File: src/rtl/matres_pkg.sv
// Shared types and constants for the matrix-result serializer.
// Accumulation mode is built in when MATRES_ACCUM_EN is defined.
package matres_pkg;

   localparam int DATA_W_DEF = 32;
   localparam int ACC_FRAMES_DEF = 4;

   typedef enum logic [1:0] {
      IDLE  = 2'd0,
      ACCUM = 2'd1,
      SEND  = 2'd2
   } state_t;

   localparam logic signed [DATA_W_DEF-1:0] SAT_MAX =
      {1'b0, {(DATA_W_DEF-1){1'b1}}};
   localparam logic signed [DATA_W_DEF-1:0] SAT_MIN =
      {1'b1, {(DATA_W_DEF-1){1'b0}}};

endpackage

File: src/rtl/matres_sat_add.sv
// Signed saturating adder; ovf flags a clamped result.
// Used by matres_serializer only when MATRES_ACCUM_EN is defined.
module matres_sat_add
   import matres_pkg::*;
#(
   parameter int DATA_W = DATA_W_DEF
) (
   input  logic signed [DATA_W-1:0] a,
   input  logic signed [DATA_W-1:0] b,
   output logic signed [DATA_W-1:0] sum,
   output logic                     ovf
);

   localparam logic signed [DATA_W-1:0] MAX = (DATA_W == DATA_W_DEF) ?
      DATA_W'(SAT_MAX) : {1'b0, {(DATA_W-1){1'b1}}};
   localparam logic signed [DATA_W-1:0] MIN = (DATA_W == DATA_W_DEF) ?
      DATA_W'(SAT_MIN) : {1'b1, {(DATA_W-1){1'b0}}};

   logic signed [DATA_W-1:0] raw;

   assign raw = a + b;
   // Overflow only when both operands share a sign the result lost
   assign ovf = (a[DATA_W-1] == b[DATA_W-1]) &&
                (raw[DATA_W-1] != a[DATA_W-1]);
   assign sum = ovf ? (a[DATA_W-1] ? MIN : MAX) : raw;

endmodule

File: src/rtl/matres_serializer.sv
// Serializes 2x2 result frames into r1..r4 words over a valid/ready link.
// Define MATRES_ACCUM_EN to sum ACC_FRAMES frames per burst with saturation.
module matres_serializer
   import matres_pkg::*;
#(
   parameter int DATA_W     = DATA_W_DEF,
   parameter int ACC_FRAMES = ACC_FRAMES_DEF
) (
   input  logic                     clk,
   input  logic                     rst,
   input  logic signed [DATA_W-1:0] r1,
   input  logic signed [DATA_W-1:0] r2,
   input  logic signed [DATA_W-1:0] r3,
   input  logic signed [DATA_W-1:0] r4,
   input  logic                     in_valid,
   output logic                     in_ready,
   output logic signed [DATA_W-1:0] out_data,
   output logic                     out_valid,
   input  logic                     out_ready,
   output logic [1:0]               out_idx,
   output logic                     out_last,
   output logic                     sat
);

   localparam logic [1:0] ST_IDLE = IDLE;
   localparam logic [1:0] ST_SEND = SEND;

   if (ACC_FRAMES < 1 || ACC_FRAMES > 255) begin : g_bad_acc
      $error("ACC_FRAMES must be in 1..255");
   end

   logic [1:0]               state;
   logic [1:0]               idx;
   logic signed [DATA_W-1:0] words [4];
   logic signed [DATA_W-1:0] frame [4];
   logic                     in_fire;
   logic                     out_fire;

   assign frame = '{r1, r2, r3, r4};

   always_comb begin
      in_ready = 1'b1;
      unique case (state)
         ST_SEND: in_ready = (idx == 2'd3) && out_ready;
         default: in_ready = 1'b1;
      endcase
   end

   assign out_valid = (state == ST_SEND);
   assign out_idx   = idx;
   assign out_data  = words[idx];
   assign out_last  = out_valid && (idx == 2'd3);
   assign in_fire   = in_valid && in_ready;
   assign out_fire  = out_valid && out_ready;

`ifdef MATRES_ACCUM_EN
   localparam logic [1:0] ST_ACCUM = ACCUM;

   logic signed [DATA_W-1:0] acc [4];
   logic signed [DATA_W-1:0] sum [4];
   logic [3:0]               ovf;
   logic [7:0]               cnt;
   logic [8:0]               cnt_nx;
   logic                     done;
   logic                     sat_q;

   for (genvar i = 0; i < 4; i++) begin : g_add
      matres_sat_add #(.DATA_W(DATA_W)) u_add (
         .a   (acc[i]),
         .b   (frame[i]),
         .sum (sum[i]),
         .ovf (ovf[i])
      );
   end

   assign cnt_nx = {1'b0, cnt} + 9'd1;
   assign done   = (cnt_nx >= 9'(ACC_FRAMES));
   assign sat    = sat_q;

   // Accumulators are zero whenever a burst is loaded, so an overlapping
   // frame naturally seeds them with count 1.
   always_ff @(posedge clk) begin
      if (rst) begin
         acc   <= '{default: '0};
         cnt   <= '0;
         sat_q <= 1'b0;
      end else if (in_fire) begin
         sat_q <= sat_q | (|ovf);
         if (done) begin
            acc <= '{default: '0};
            cnt <= '0;
         end else begin
            acc <= sum;
            cnt <= cnt_nx[7:0];
         end
      end
   end
`else
   assign sat = 1'b0;
`endif

   // A new frame wins over the last-word advance: no bubble between bursts
   always_ff @(posedge clk) begin
      if (rst) begin
         state <= ST_IDLE;
         idx   <= '0;
         words <= '{default: '0};
      end else if (in_fire) begin
         idx <= '0;
`ifdef MATRES_ACCUM_EN
         if (done) begin
            words <= sum;
            state <= ST_SEND;
         end else begin
            state <= ST_ACCUM;
         end
`else
         words <= frame;
         state <= ST_SEND;
`endif
      end else if (out_fire) begin
         idx <= idx + 2'd1;
         if (idx == 2'd3) state <= ST_IDLE;
      end
   end

endmodule

File: config.mk
export PLATFORM = sky130hd
export DESIGN_NAME = matres_serializer
export DESIGN_NICKNAME = d
export VERILOG_FILES = /design/src/rtl/matres_pkg.sv /design/src/rtl/matres_sat_add.sv /design/src/rtl/matres_serializer.sv
export SDC_FILE = /design/constraint.sdc
export NUM_CORES = 1
export LEC_CHECK = 0
export BUFFER_PORTS_ARGS = -buffer_cell sky130_fd_sc_hd__buf_4
export CORE_MARGIN = 2
export CORE_UTILIZATION = 45
export DETAILED_ROUTE_END_ITERATION = 8
export PLACE_DENSITY = 0.72
export REMOVE_ABC_BUFFERS = 1
export SYNTH_ARGS = -nofsm -noshare
export SYNTH_HDL_FRONTEND = slang
export SYNTH_SLANG_ARGS = --single-unit
File: constraint.sdc
create_clock -name clk -period 1.4 [get_ports clk]
set_input_delay 0.07 -clock clk [delete_from_list [all_inputs] [get_ports clk]]
set_output_delay 0.07 -clock clk [all_outputs]
set_load 0.03 [all_outputs]
==> impl_metrics.csv <==
group,metric,value,unit
synth,synth_top_area_share,39.2,%
die,start_util,46.0,%
synth,synth_cells,613,
layout,seq_area,0.00263,mm²
synth,synth_area,0.00669,mm²
setup_path,startpoint,"out_idx[1]",
placement,gp_congestion,0.762,
die,chipHeight,126,µm
drt,vias_per_cell,4.83,
cts,clk_pin_slew,0.05,ns
drt,wl,17500,µm
synth,synthArstFlopShare,0,%
setup_path,crit_arrival,1.69,ns
cts,cts_tree,"yes",
drt,wl_per_cell,15.6,µm
layout,drive_gt1_share,30.5,%
cts,numCtsBuffers,17,
power,p_sw,2.52,mW
placement,hpwlAfterDp,10400,µm
power,switching_share,23.2,%
power,pwr_density_cell,1030,mW/mm²
layout,finalNonFillerCells,1123,
die,io_pins,170,
setup_path,worstSetupPathType,"reg2out",
global_route,grt-ovfl-total,0,
drt,met3WireLength,629,µm
timing,finalCritPeriodShare,126,%
drt,wl_met2,9160,µm
worst_hold_path,whs_path_depth,4,
placement,dpl_worst_slack,-0.103,ns
power,clockPowerShare,43.9,%
worst_hold_path,hold_path_class,"in2reg",
timing,fmax,0.567,GHz
layout,n_fill_cell,968,
synth,synthDistinctLibCells,19,
layout,fin_util,72.5,%
setup_path,cp-end-kind,"output pin",
setup_path,r2r-end,"words[45]",
drt,num_vias,5423,
outcome,status,"finished, violations left",
cts,htreeDepth,4,
power,power.leakage,4.43,nW
die,die_area,0.0159,mm²
synth,synth_area_leader_cell,"dfxtp_1",
placement,port_buffers,168,
layout,multi_input_area,0.00370,mm²
cts,clockBufferDepth,2,
global_route,grt_pass1_wl,28500,µm
synth,synth_most_common_cell,"nand2b_1",
global_route,first_global_vias,5934,
setup_path,reg2reg_from,"out_idx[0]",
timing,fin_crit,1.76,ns
timing,slew_viol_final,0,
drt,drc,0,
drt,postRouteAntennaNets,0,
synth,synth.yosys.seq_area_share,39.2,%
global_route,grt.total_usage,22.6,%
worst_hold_path,worstHoldEndpoint,"out_idx[0]",
outcome,violations,"setup timing",
power,peakVddDrop,0.000812,V
setup_path,rrSetupSlack,-0.22,ns
setup_path,reg2reg_depth,7,
drt,wl_met1,7270,µm
setup_path,crit_fanout,13,
die,core,0.0145,mm²
synth,synth-seq-cells,131,
cts,clock_latency,0.41,ns
die,rows,44,
job,drv_cap,0,
synth,synth.area.top_cells,"dfxtp_1, nand2b_1, mux2i_1",
layout,nNetsFinal,1058,
power,power_frac_seq,37.6,%
cts,clock_sinks,131,
setup_path,required,1.33,ns
synth,synth_flop_cell,"dfxtp_1",
global_route,grt_start_max_net_pins,87,
timing,skew,0.00715,ns
synth,synth_commonest_cells,"nand2b_1, dfxtp_1, mux2i_1",
timing,rsz0062_at_grt,"true",
power,p_comb_share,18.5,%
synth,yosysWarningCount,0,
drt,top_layer,"met4",
placement,place_inst,946,
cts,cts_root_buf,"clkbuf_16",
die,dieWidth,126,µm
synth,synth_edf_count,0,
drt,first_pass_iters,5,
layout,layout-area-overhead-vs-synth,57.5,%
setup_path,crit_path_start_kind,"register",
timing,worst_slack,-0.365,ns
worst_hold_path,min_from,"out_ready",
power,intPower,8.36,mW
synth,avgSynthCellArea,10.9,µm²
timing,setup_viol,155,
timing,hold_viol,0,
drt,drt-initial-drc-count,210,
global_route,antenna_found_initial,1,
flip-flops by register name, indices dropped and copies added, names as in the netlist:
register,flops
out_idx,2
words,128
state,1
metal layers:
layer	vias to the layer above	track usage [%]
li1	2667	-
met4	0	9.57
met1	2579	26.7
met2	138	39.7
met3	39	4.84
met5	-	0
area by class of cell:
class	instances	share of cell area [%]
flip-flops and latches	131	25.0
clock buffers	23	4.63
inverters	1	0.0356
diodes	1	0.0237
repair buffers	346	31.6
well taps	184	2.18
multi-input cells	428	35.2
clock inverters	9	1.42
per-stage QoR:
stage	instance area [µm²]	power, mW	hold slack [ns]	setup TNS (ns)
CTS	10500	10.9	0.0971	-27.77
global placement	8230	5.68	0.301	-0.503
detailed placement	8230	5.74	0.310	-5.20
global route	10500	11.3	0.133	-39.69
floorplan	6320	5.16	0.140	-1265.42
finish	10500	10.9	0.118	-29.57
what timing repair did:
item | 4_1_cts | 5_1_grt
buffers inserted | 10 | 3
endpoints found under the hold margin | 129 | 0
gates resized for setup | 53 | 2
hold buffers | 129 | 0
setup endpoints to repair | 157 | 163
cloned | 1 | 1
cell usage in the layout, fill, tap and decap left out, types with 2 or more instances in the layout:
cell and n:
buf_12 20, buf_4 164, buf_6 31, bufinv_16 4, clkbuf_1 2, clkbuf_16 18
clkbuf_8 4, clkinv_2 3, clkinvlp_4 2, dfxtp_1 129, dfxtp_4 2, dlygate4sd3_1 129
mux2i_1 128, mux4_2 32, nand2b_1 256, nor2_1 2, nor3_2 2
power by group through the flow:
stage          clock, mW  combinational [mW]  sequential (mW)
6_report            4.77                2.02             4.09
5_1_grt             5.01                2.15             4.12
4_1_cts             4.85                1.98             4.09
3_3_place_gp           0                1.53             4.15
3_5_place_dp           0                1.57             4.17
2_1_floorplan          0                1.00             4.16
cell families after synthesis:
kind of cell             synth area share, %
AND/OR/NAND/NOR                         24.6
multiplexers                            30.1
flip-flops                              39.2
buffers and inverters                   5.59
adder cells (fa/ha/maj)                0.187
other                                 0.0561
AO/OA/AOI/OAI                          0.168
XOR/XNOR                               0.131
worst max-delay path: stages (launching register included):
cell and delay [ns]:
dfxtp_4 0.38, buf_12 0.18, mux4_2 0.56, buf_6 0.16
how the worst max path moves through the flow:
stage,to,slack (ns)
finish,out_data[19],-0.36
global route,out_data[19],-0.41
CTS,out_data[18],-0.38
detailed placement,words[70],-0.10
global placement,out_data[18],-0.06
floorplan,words[0],-9.51
Power figures use the tool's default switching activity.
